<file path="config.mk">
export PLATFORM = sky130hd
export DESIGN_NAME = rom_bus_arbiter
export DESIGN_NICKNAME = d
export VERILOG_FILES = /design/src/rtl/rom_bus_arbiter.sv
export SDC_FILE = /design/constraint.sdc
export NUM_CORES = 1
export LEC_CHECK = 0
export CAP_MARGIN = 20
export CORE_MARGIN = 2
export CORE_UTILIZATION = 35
export CTS_CLUSTER_SIZE = 40
export DETAILED_ROUTE_END_ITERATION = 16
export GPL_TIMING_DRIVEN = 0
export PLACE_DENSITY = 0.79
export SLEW_MARGIN = 10
export SYNTH_ARGS = -nofsm -noshare
export SYNTH_HDL_FRONTEND = slang
export SYNTH_SLANG_ARGS = --single-unit
</file>
<file path="constraint.sdc">
create_clock -name clk -period 1.7 [get_ports clk]
set_input_delay 0.34 -clock clk [delete_from_list [all_inputs] [get_ports clk]]
set_output_delay 0.34 -clock clk [all_outputs]
set_load 0.02 [all_outputs]
</file>
<file path="src/rtl/rom_bus_arbiter.sv">
// Shares the program ROM between fetch and data read ports.
// Data has priority; a starve counter guarantees fetch progress.
module rom_bus_arbiter #(
  parameter logic [15:0] ROM_BASE     = 16'hC000,
  parameter logic [16:0] ROM_SIZE     = 17'h4000,
  parameter int          STARVE_LIMIT = 3
) (
  input  logic        clk,
  input  logic        rst_n,
  input  logic        if_req,
  input  logic [15:0] if_addr,
  output logic        if_gnt,
  output logic        if_rvalid,
  output logic [15:0] if_rdata,
  output logic        if_err,
  input  logic        d_req,
  input  logic [15:0] d_addr,
  input  logic        d_bw,
  output logic        d_gnt,
  output logic        d_rvalid,
  output logic [15:0] d_rdata,
  output logic        d_err,
  output logic [15:0] rom_addr,
  output logic        rom_bw,
  input  logic [15:0] rom_in,
  output logic        busy
);

  localparam int CW = $clog2(STARVE_LIMIT + 1);
  localparam logic [CW-1:0] LIM = CW'(STARVE_LIMIT);
  localparam logic [16:0] LO = {1'b0, ROM_BASE};
  localparam logic [16:0] HI = LO + ROM_SIZE;

  typedef enum logic [1:0] {
    IDLE,
    ACCESS,
    RESP
  } state_t;

  state_t state_q, state_d;

  logic          own_d_q;
  logic          bw_q;
  logic          ok_q;
  logic [15:0]   rom_addr_q;
  logic          rom_bw_q;
  logic [15:0]   rdata_q;
  logic          err_q;
  logic [CW-1:0] starve_q;

  logic          can_gnt;
  logic          if_pri;
  logic          gnt;
  logic [15:0]   g_addr;
  logic          g_bw;
  logic          g_ok;
  logic [15:0]   g_rom_addr;
  logic          resp;

  // rst_n gates grants so nothing is accepted while held in reset
  assign can_gnt = rst_n &&
                   (state_q == IDLE || state_q == RESP);
  assign if_pri  = if_req && (starve_q == LIM);
  assign d_gnt   = can_gnt && d_req && !if_pri;
  assign if_gnt  = can_gnt && if_req && !d_gnt;
  assign gnt     = d_gnt || if_gnt;

  assign g_addr = d_gnt ? d_addr : if_addr;
  assign g_bw   = d_gnt && d_bw;
  assign g_ok   = ({1'b0, g_addr} >= LO) &&
                  ({1'b0, g_addr} < HI);
  assign g_rom_addr = g_bw ? g_addr
                           : {g_addr[15:1], 1'b0};

  always_comb begin
    state_d = state_q;
    unique case (state_q)
      IDLE:    if (gnt) state_d = ACCESS;
      ACCESS:  state_d = RESP;
      RESP:    state_d = gnt ? ACCESS : IDLE;
      default: state_d = IDLE;
    endcase
  end

  always_ff @(posedge clk or negedge rst_n) begin
    if (!rst_n) begin
      state_q    <= IDLE;
      own_d_q    <= 1'b0;
      bw_q       <= 1'b0;
      ok_q       <= 1'b0;
      rom_addr_q <= 16'h0;
      rom_bw_q   <= 1'b0;
      rdata_q    <= 16'h0;
      err_q      <= 1'b0;
      starve_q   <= '0;
    end else begin
      state_q <= state_d;
      if (gnt) begin
        own_d_q <= d_gnt;
        bw_q    <= g_bw;
        ok_q    <= g_ok;
        // out-of-range accesses leave the ROM bus untouched
        if (g_ok) begin
          rom_addr_q <= g_rom_addr;
          rom_bw_q   <= g_bw;
        end
      end
      if (state_q == ACCESS) begin
        err_q <= !ok_q;
        if (!ok_q)     rdata_q <= 16'h0;
        else if (bw_q) rdata_q <= {8'h00, rom_in[7:0]};
        else           rdata_q <= rom_in;
      end
      if (if_gnt || !if_req)
        starve_q <= '0;
      else if (d_gnt && starve_q != LIM)
        starve_q <= starve_q + CW'(1);
    end
  end

  assign resp      = (state_q == RESP);
  assign d_rvalid  = resp && own_d_q;
  assign if_rvalid = resp && !own_d_q;
  assign d_rdata   = d_rvalid ? rdata_q : 16'h0;
  assign if_rdata  = if_rvalid ? rdata_q : 16'h0;
  assign d_err     = d_rvalid && err_q;
  assign if_err    = if_rvalid && err_q;
  assign rom_addr  = rom_addr_q;
  assign rom_bw    = rom_bw_q;
  assign busy      = (state_q != IDLE);

endmodule

</file>
==> flow_metrics.env, run 1 <==
export IMPL_root_buffer="clkbuf_8"
export IMPL_clock_sinks=41
export IMPL_path_delay_family="flip-flops"
export IMPL_start_util_pct=35.7
export IMPL_insertion_delay_ns=0.29
export IMPL_chipWidth_um=78.5
export IMPL_viasPerCell=4.86
export IMPL_track_usage_pct=18.5
export IMPL_design_core_area_sq_mm=0.00544
export IMPL_final_cell_count_no_fill=387
export IMPL_clkTransAtPathRegs_ns=0.08
export IMPL_port_buffers=107
export IMPL_wl_met3_um=369
export IMPL_top_layer="met4"
export IMPL_syn_num_nets=234
export IMPL_avgSynthCellArea_sq_um=10.8
export IMPL_fin_ws_ns=-0.0489
export IMPL_clk_path_buf_depth=2
export IMPL_setup_violations=39
export IMPL_ir_worst_vdd_v=0.000479
export IMPL_area_delta_synth_final_pct=95.0
export IMPL_ys_seq_elements=41
export IMPL_cp_max_fo=8
export IMPL_yosysSeqAreaShare_pct=52.8
export IMPL_crit_top_cell="buf_6"
export IMPL_synthXorXnorAreaFrac_pct=0
export IMPL_synthMuxAreaShare_pct=0
export IMPL_worstPathArrival_ns=1.41
export IMPL_synth_compound_area_share_pct=16.9
export IMPL_cp_end_kind="output pin"
export IMPL_postRouteAntennaNets=0
export IMPL_startpoint_type="flip-flop"
export IMPL_synth_top_family_by_area="simple AND/OR/NAND/NOR gates"
export IMPL_whs_ns=0.122
export IMPL_rsz0062_at_grt="true"
export IMPL_synth_cells=180
export IMPL_final_setup_tns_ns=-0.948
export IMPL_antenna_cells=0
export IMPL_vias=1880
export IMPL_drc=0
export IMPL_reg2reg_slack_ns=-0.04
export IMPL_wire_per_inst_um=14.8
export IMPL_synth_area_sq_mm=0.00194
export IMPL_yosys_area_share_simple_pct=26.8
export IMPL_worstSetupPathType="reg -> out"
export IMPL_antenna_found_initial=0
export IMPL_synth_adder_area_share_pct=0.644
export IMPL_dr_pass1_iters=4
export IMPL_grt_pass1_vias=1835
export IMPL_met1Wirelength_um=2430
export IMPL_post_route_period_util_pct=103
export IMPL_grt_max_degree=17
export IMPL_dpl_cell_count=360
export IMPL_tightest_slew_ns=0.701
export IMPL_synth_cell_types=31
export IMPL_synth_edf_count=0
export IMPL_drt_total_wl_um=5720
export IMPL_synth_ff_type="dfrtp_1"
export IMPL_path_cells="and3b_2, buf_6, and2_4, buf_6"
export IMPL_place_congestion=0.715
export IMPL_p_per_area_mw_per_mm2=746
export IMPL_crit_buf_inv=2
export IMPL_hold_path_class="in -> async"
export IMPL_rows=27
export IMPL_overflow=0
export IMPL_hold_viol=0
export IMPL_status="finished, violations left"
export IMPL_synthArstFlopShare_pct=100
export IMPL_yosysWarnings=0
export IMPL_htreeDepth=2
export IMPL_drive_gt1_share_pct=43.8
export IMPL_fmax_mhz=572
export IMPL_post_route_min_period_ns=1.75
export IMPL_finalMaxSlewViolations=0
export IMPL_relSlewSlack_pct=53.1
export IMPL_wl_met2_um=2870
export IMPL_cp_slowest_cell="dfrtp_2"
export IMPL_die_y_um=78.5
export IMPL_maxCapViolCount=0
export IMPL_critPathRequiredTime_ns=1.36
export IMPL_numCtsBuffers=5
export IMPL_cpPeakStageDelay_ns=0.44
export IMPL_ioPinCount=109
export IMPL_dp_hpwl_um=3730
export IMPL_dieArea_sq_mm=0.00616
export IMPL_grt_pass1_wl_um=8930
export IMPL_pre_cts_ws_ns=-0.654
export IMPL_fin_skew_ns=0.00399
export IMPL_violations="negative setup slack"
export IMPL_cts_tree="done"
export IMPL_fin_nets=368
export IMPL_first_iter_violations=57
export IMPL_p_leak_nw=1.70
-- Yosys cell counts (all sizes together), types with 3 or more instances --
cell    count  area share [%]
o221a      13             7.5
nand2      20             3.9
a22o       10             4.5
and2       35              11
dfrtp      41              53
nor2b       3            0.97
o21ai      10             2.6
nand2b     17             6.0
clkbuf      8             1.5
-- metal layers --
| layer | up-vias | GRT usage (%) |
|---|---|---|
| met5 | - | 0 |
| met4 | 0 | 4.74 |
| met3 | 5 | 4.14 |
| met2 | 82 | 31.6 |
| met1 | 899 | 23.8 |
| li1 | 894 | - |
-- power by group --
group          switching, W  total (W)  leakage (nW)  internal (W)
Clock              0.000327   0.000611        0.0450      0.000285
Combinational      0.000386   0.000952          1.15      0.000567
Sequential         0.000124    0.00126         0.507       0.00114
Total              0.000837    0.00283          1.70       0.00199
-- cell usage in the layout, fill, tap and decap left out, types with 3 or more instances in the layout --
cell type and n:
a22o_1 10, and2_1 6, and2_4 28, buf_4 9, buf_6 46, clkbuf_8 6, clkdlybuf4s50_1 65, dfrtp_1 39
dlygate4sd3_1 3, nand2_1 20, nand2b_1 6, nand2b_4 11, o21ai_0 10, o221a_2 4, o221a_4 9
-- stage by stage --
step	power [W]	util, %	instance area (sq um)
floorplan	0.00161	-	1950
global placement	0.00203	57.2	3110
detailed placement	0.00206	57.5	3130
CTS	0.00274	64.1	3490
global route	0.00297	69.6	3790
finish	0.00283	69.6	3790
-- layout make-up --
| class | count | area, sq um |
|---|---|---|
| Multi-Input combinational cell | 127 | 1140 |
| Sequential cell | 41 | 1030 |
| Fill cell | 416 | 1650 |
| Timing Repair Buffer | 130 | 1370 |
| Clock buffer | 6 | 72.6 |
| Tap cell | 72 | 90.1 |
| Buffer | 7 | 73.8 |
| Clock inverter | 2 | 10.0 |
| Inverter | 2 | 7.51 |
-- worst register-to-register path, delay by kind of cell (launching register included) --
kind                       cells  cell delay (ns)
AOI/OAI and AO/OA              2             0.36
adders and majority gates      1             0.21
buffers and inverters          1             0.18
DFF                            1             0.40
and+or+nand+nor                2             0.49
-- worst paths after layout --
path                                    from      endpoint  cells after the start
worst max-delay path              state_q[0]    d_rdata[3]                      4
worst min-delay path                   rst_n          ok_q                      2
worst max register to register   starve_q[0]   rom_addr[5]                      6
worst min register to register  rom_addr[15]  rom_addr[15]                      1
max in group asynchronous              rst_n   rom_addr[8]                      2
min in group clk                rom_addr[15]  rom_addr[15]                      1
-- timing repair --
| action | in CTS | in global routing |
|---|---|---|
| resized for setup | 229 | 89 |
| setup endpoints to repair | 50 | 71 |
| pin swaps | 17 | 18 |
| cloned | 3 | 1 |
| setup buffers | 13 | 2 |
| hold buffers | 3 | 0 |
| endpoints found under the hold margin | 16 | 0 |
-- flip-flops by register name, indices dropped and copies added (netlist names) --
register,cells
ok_q,1
err_q,1
bw_q,1
own_d_q,1
rdata_q,16
starve_q,2
rom_addr,16
state_q,2
rom_bw,1
-- kinds of logic (layout without fill, tap and decap cells) --
group / after synthesis / count (layout)
adder cells (fa/ha/maj): 1 / 1
buffers and inverters: 12 / 147
AO/OA/AOI/OAI: 39 / 39
flip-flops: 41 / 41
AND/OR/NAND/NOR: 87 / 87
No activity file was read; power rests on OpenSTA's default activity.
==> inputs of run 2 (changes only) <==
==> constraint.sdc (replaced) <==
create_clock -name clk -period 1.7 [get_ports clk]
set_input_delay 0.17 -clock clk [delete_from_list [all_inputs] [get_ports clk]]
set_output_delay 0.17 -clock clk [all_outputs]
set_load 0.02 [all_outputs]
==> run 2 against run 1 <==
Against the previous run:
- the flow still finishes with violations (negative setup slack)
- clock power rose by 13%
- clock skew rose by 0.0013 ns
- global-route usage fell by 0.58 points
- sequential share of layout area rose by 3.2 points
- non-clock buffer count fell by 7
- critical endpoint is now rom_addr[5]
- worst setup slack improved by 0.043 ns
- register-to-register slack improved by 0.03 ns
- utilization fell by 7.4 points
- final area fell by 11%
- via count fell by 4.5%
- power rose by 0.47%
- highest routed layer unchanged
==> flow_metrics.env, run 2 (synthesis results as in run 1) <==
export IMPL_start_util_pct=35.7
export IMPL_finalMaxSlewViolations=0
export IMPL_ir_worst_vdd_v=0.000465
export IMPL_die_y_um=78.5
export IMPL_clk_path_buf_depth=2
export IMPL_violations="negative setup slack"
export IMPL_area_delta_synth_final_pct=74.4
export IMPL_post_route_min_period_ns=1.71
export IMPL_grt_pass1_vias=1779
export IMPL_r2r_end="rom_addr[5]"
export IMPL_cp_max_fo=5
export IMPL_reg2reg_slack_ns=-0.005
export IMPL_cp_end_kind="flip-flop"
export IMPL_p_leak_nw=1.55
export IMPL_dieArea_sq_mm=0.00616
export IMPL_maxCapViolCount=0
export IMPL_power_net_switching_w=0.000813
export IMPL_clock_sinks=41
export IMPL_port_buffers=107
export IMPL_wire_per_inst_um=14.7
export IMPL_rows=27
export IMPL_critPathRequiredTime_ns=1.88
export IMPL_relSlewSlack_pct=37.6
export IMPL_fin_nets=361
export IMPL_top_layer="met4"
export IMPL_post_route_period_util_pct=100
export IMPL_design_core_area_sq_mm=0.00544
export IMPL_vias=1796
export IMPL_ioPinCount=109
export IMPL_numCtsBuffers=5
export IMPL_hold_path_class="in -> reg"
export IMPL_worstSetupPathType="reg -> reg"
export IMPL_post_route_util_pct=62.2
export IMPL_rr_worst_depth=6
export IMPL_startpoint_type="flip-flop"
export IMPL_overflow=0
export IMPL_drc=0
export IMPL_fin_skew_ns=0.00529
export IMPL_postRouteAntennaNets=0
export IMPL_drive_gt1_share_pct=32.1
export IMPL_power_share_sequential_pct=44.2
export IMPL_grt_max_degree=22
export IMPL_dr_pass1_iters=4
export IMPL_track_usage_pct=17.9
export IMPL_fin_ws_ns=-0.00546
export IMPL_first_iter_violations=81
export IMPL_hold_viol=0
export IMPL_worstReg2RegStart="starve_q[0]"
export IMPL_status="finished, violations left"
export IMPL_viasPerCell=4.73
export IMPL_endpoint="rom_addr[5]"
export IMPL_mostFrequentLayoutCells="clkdlybuf4s50_1, dfrtp_1, buf_2"
export IMPL_place_congestion=0.719
export IMPL_layout_commonest_cell="clkdlybuf4s50_1"
export IMPL_pwr_share_comb_pct=31.5
export IMPL_p_per_area_mw_per_mm2=838
export IMPL_setup_violations=1
export IMPL_pre_cts_ws_ns=-0.866
export IMPL_fmax_mhz=586
export IMPL_p_int_w=0.00203
export IMPL_crit_start="starve_q[0]"
export IMPL_antenna_found_initial=0
export IMPL_cts_tree="done"
export IMPL_wl_met2_um=2780
export IMPL_insertion_delay_ns=0.29
export IMPL_met1Wirelength_um=2360
export IMPL_rsz0062_at_grt="true"
export IMPL_tightest_slew_ns=0.933
export IMPL_dp_hpwl_um=3820
export IMPL_root_buffer="clkbuf_8"
export IMPL_chipWidth_um=78.5
export IMPL_antenna_cells=0
export IMPL_swShare_pct=28.6
export IMPL_grt_pass1_wl_um=8680
export IMPL_power_frac_clock_pct=24.3
export IMPL_htreeDepth=2
export IMPL_wl_met3_um=447
export IMPL_drt_total_wl_um=5600
export IMPL_clkTransAtPathRegs_ns=0.08
export IMPL_worstPathArrival_ns=1.88
[run 2: changes by cell type in the layout (fill, tap and decap cells not counted), moves of 4 or more]
cell,delta
buf_6,-35
buf_2,+25
and2_1,+20
and2_4,-20
nand2b_1,+9
nand2b_4,-9
buf_4,+4
[run 2: timing repair]
item                       in CTS  in global routing
hold buffers                    2                  0
hold endpoints to repair       20                  0
gates resized for setup       146                 69
cloned                          0                  2
pin swaps                       2                 13
setup endpoints to repair      50                 69
buffers inserted                5                  5
[run 2: worst max-delay path, stage by stage (launching register included)]
cell and delay [ns]:
dfrtp_1 0.40, ha_2 0.19, a21bo_4 0.22, nor3_4 0.27
buf_4 0.17, or2b_1 0.23, o221a_2 0.12
[run 2: layout make-up]
type / instances / area [sq um]
fill: 481 / 2050
timing repair buffer: 122 / 1100
sequential: 41 / 1030
multi-input combinational: 127 / 998
clock buffer: 7 / 96.3
tap: 72 / 90.1
buffer: 8 / 65.1
inverter: 2 / 7.51
clock inverter: 1 / 5.00
[run 2: worst min path at each step]
stage / cells after the start / endpoint / from
after floorplan: 0 / bw_q / rst_n
after global placement: 1 / rom_addr[15] / rom_addr[15]
after detailed placement: 1 / rdata_q[13] / rst_n
after CTS: 5 / starve_q[0] / rst_n
after global routing: 3 / rdata_q[7] / rom_in[7]
final: 5 / starve_q[0] / rst_n
[run 2: routing by layer]
layer  track usage, %  vias to the layer above
met5                0                        -
met4             3.68                        0
met3             5.98                        2
met2             29.8                       76
met1             22.9                      842
li1                 -                      876
[run 2: power by group through the flow]
stage	Clock, W	Sequential (W)	Combinational [W]
floorplan	0	0.00135	0.000260
global placement	0	0.00125	0.000787
detailed placement	0	0.00125	0.000812
CTS	0.000707	0.00124	0.000822
global route	0.000760	0.00128	0.000959
finish	0.000689	0.00126	0.000895
[run 2: stage by stage]
step	std cells	setup TNS (ns)	cell area, sq um	total power, W	hold slack (ns)
6_report	380	-0.00546	3390	0.00284	0.419
5_1_grt	380	-1.13	3390	0.00300	0.443
4_1_cts	374	0	3230	0.00277	0.418
3_5_place_dp	360	-24.33	3130	0.00206	0.179
3_3_place_gp	359	-80.78	3100	0.00203	0.449
2_1_floorplan	180	0	1940	0.00161	-0.126
==> inputs of run 3 (changes only) <==
--- a/config.mk
+++ b/config.mk
@@ -7,11 +7,11 @@
 export LEC_CHECK = 0
 export CAP_MARGIN = 20
 export CORE_MARGIN = 2
-export CORE_UTILIZATION = 35
+export CORE_UTILIZATION = 25
 export CTS_CLUSTER_SIZE = 40
 export DETAILED_ROUTE_END_ITERATION = 16
 export GPL_TIMING_DRIVEN = 0
-export PLACE_DENSITY = 0.79
+export PLACE_DENSITY = 0.58
 export SLEW_MARGIN = 10
 export SYNTH_ARGS = -nofsm -noshare
 export SYNTH_HDL_FRONTEND = slang
==> constraint.sdc (replaced) <==
create_clock -name clk -period 2.05 [get_ports clk]
set_input_delay 0.205 -clock clk [delete_from_list [all_inputs] [get_ports clk]]
set_output_delay 0.205 -clock clk [all_outputs]
set_load 0.02 [all_outputs]
==> run 3 against run 2 <==
Against the previous run:
- the run now ends clean
- clock power is 22% lower
- flip-flop and latch count stayed put
- die area rose by 38%
- non-clock buffer count is 8 lower
- first-iteration DRC count decreased by 47%
- sequential power is 18% lower
- final area decreased by 3.5%
- combinational power shrank 26%
==> flow_metrics.env, run 3 (synthesis results as in run 1) <==
export IMPL_maxCapViolCount=0
export IMPL_first_iter_violations=43
export IMPL_crit_start="rst_n"
export IMPL_register_area_sq_mm=0.00103
export IMPL_postRouteAntennaNets=0
export IMPL_path_delay_family="buffers and inverters"
export IMPL_worstReg2RegStart="starve_q[0]"
export IMPL_ioPinCount=109
export IMPL_path_cells="dlygate4sd3_1, buf_4, buf_12, nor2b_1, and3_1, dlygate4sd2_1"
export IMPL_wire_per_inst_um=13.2
export IMPL_status="completed"
export IMPL_endpoint="if_gnt"
export IMPL_worstSetupPathType="in -> out"
export IMPL_antenna_cells=0
export IMPL_cpPeakStageDelay_ns=0.53
export IMPL_drive_gt1_share_pct=12.0
export IMPL_grt_max_degree=26
export IMPL_final_cell_count_no_fill=401
export IMPL_final_setup_tns_ns=0
export IMPL_htreeDepth=2
export IMPL_post_route_period_util_pct=92.9
export IMPL_rr_worst_depth=5
export IMPL_grt_pass1_vias=1746
export IMPL_port_buffers=107
export IMPL_hold_viol=0
export IMPL_place_congestion=0.721
export IMPL_vias=1751
export IMPL_r2r_end="rom_addr[13]"
export IMPL_area_delta_synth_final_pct=68.2
export IMPL_post_route_min_period_ns=1.90
export IMPL_layout_commonest_cell="clkdlybuf4s50_1"
export IMPL_fin_nets=353
export IMPL_cp_end_kind="output pin"
export IMPL_path_depth=6
export IMPL_fin_ws_ns=0.146
export IMPL_clkTransAtPathRegs_ns=0.08
export IMPL_setup_violations=0
export IMPL_startpoint_type="primary input"
export IMPL_mostFrequentLayoutCells="clkdlybuf4s50_1, dfrtp_1, dlygate4sd2_1"
export IMPL_hold_path_class="reg -> reg"
export IMPL_root_buffer="clkbuf_8"
export IMPL_overflow=0
export IMPL_clk_path_buf_depth=2
export IMPL_drt_total_wl_um=5310
export IMPL_numCtsBuffers=5
export IMPL_cp_max_fo=3
export IMPL_rsz0062_at_grt="false"
export IMPL_whs_ns=0.474
export IMPL_start_util_pct=25.5
export IMPL_cts_tree="done"
export IMPL_insertion_delay_ns=0.29
export IMPL_viasPerCell=4.37
export IMPL_drc=0
export IMPL_crit_buf_inv=4
export IMPL_fin_skew_ns=0.00342
export IMPL_clock_sinks=41
export IMPL_worstPathArrival_ns=1.70
export IMPL_design_core_area_sq_mm=0.00761
export IMPL_ir_worst_vdd_v=0.000267
export IMPL_dr_pass1_iters=4
export IMPL_multi_input_area_sq_um=875
export IMPL_dieArea_sq_mm=0.00849
export IMPL_p_per_area_mw_per_mm2=683
export IMPL_fmax_mhz=525
export IMPL_track_usage_pct=13.0
export IMPL_finalMaxSlewViolations=0
export IMPL_reg2reg_slack_ns=0.25
export IMPL_rows=32
export IMPL_antenna_found_initial=0
export IMPL_dp_hpwl_um=3920
export IMPL_dpl_cell_count=390
export IMPL_fillers=757
export IMPL_cp_slowest_cell="dlygate4sd3_1"
export IMPL_critPathRequiredTime_ns=1.85
export IMPL_p_total_w=0.00223
export IMPL_die_y_um=92.1
export IMPL_tightest_slew_ns=0.751
export IMPL_relSlewSlack_pct=49.8
export IMPL_pre_cts_ws_ns=-0.530
export IMPL_chipWidth_um=92.1
export IMPL_p_leak_nw=1.54
export IMPL_grt_pass1_wl_um=8730
-- run 3: cell count changes in the layout (fill, tap and decap cells not counted), moves of 9 or more --
cell / previous run / this run
dlygate4sd2_1: 1 / 37
buf_2: 27 / 1
buf_4: 13 / 3
buf_6: 11 / 1
o221a_2: 4 / 13
o221a_4: 9 / 0
-- run 3: worst min path at each step --
| stage | depth (start not counted) | slack, ns | to | start |
|---|---|---|---|---|
| 2_1_floorplan | 0 | -0.09 | bw_q | rst_n |
| 3_3_place_gp | 1 | 0.45 | rom_addr[14] | rom_addr[14] |
| 3_5_place_dp | 1 | 0.17 | rdata_q[15] | rst_n |
| 4_1_cts | 3 | 0.47 | rdata_q[3] | rom_in[3] |
| 5_1_grt | 3 | 0.49 | rdata_q[3] | rom_in[3] |
| 6_report | 1 | 0.47 | rom_addr[15] | rom_addr[15] |
-- run 3: what timing repair did --
action	in CTS	in global routing
hold buffers	3	0
pin swaps	1	0
endpoints found under the setup margin	38	1
endpoints found under the hold margin	16	0
buffers inserted	2	0
resized for setup	45	1
-- run 3: where the power goes --
part | internal [W] | switching (W)
Combinational | 0.000373 | 0.000293
Sequential | 0.000942 | 0.0000836
Clock | 0.000268 | 0.000272
-- run 3: routing by layer --
metal	part of all wire [%]	GRT usage, %	wire, um	up-vias
li1	-	-	-	859
met1	48	17.2	2530	810
met2	42	20.3	2250	78
met3	9.1	4.93	482	4
met4	0.77	2.99	41	0
met5	0	0	0	-
-- run 3: final cells by class --
| type | instances | share of cell area [%] |
|---|---|---|
| inverters | 2 | 0.230 |
| repair buffers | 113 | 33.6 |
| well taps | 102 | 3.91 |
| multi-input cells | 127 | 26.8 |
| flip-flops and latches | 41 | 31.4 |
| plain buffers | 9 | 1.46 |
| clock buffers | 7 | 2.64 |
-- run 3: stage by stage --
step	instance area (sq um)	utilization [%]
floorplan	1940	-
global route	3270	42.9
CTS	3270	42.9
finish	3270	42.9
global placement	3140	41.3
detailed placement	3160	41.5
-- run 3: worst register-to-register path, stage by stage, from the launching register on --
cell      delay, ns
dfrtp_1        0.40
ha_1           0.21
nand2b_1       0.19
nand4_1        0.24
clkbuf_1       0.42
o221a_2        0.27
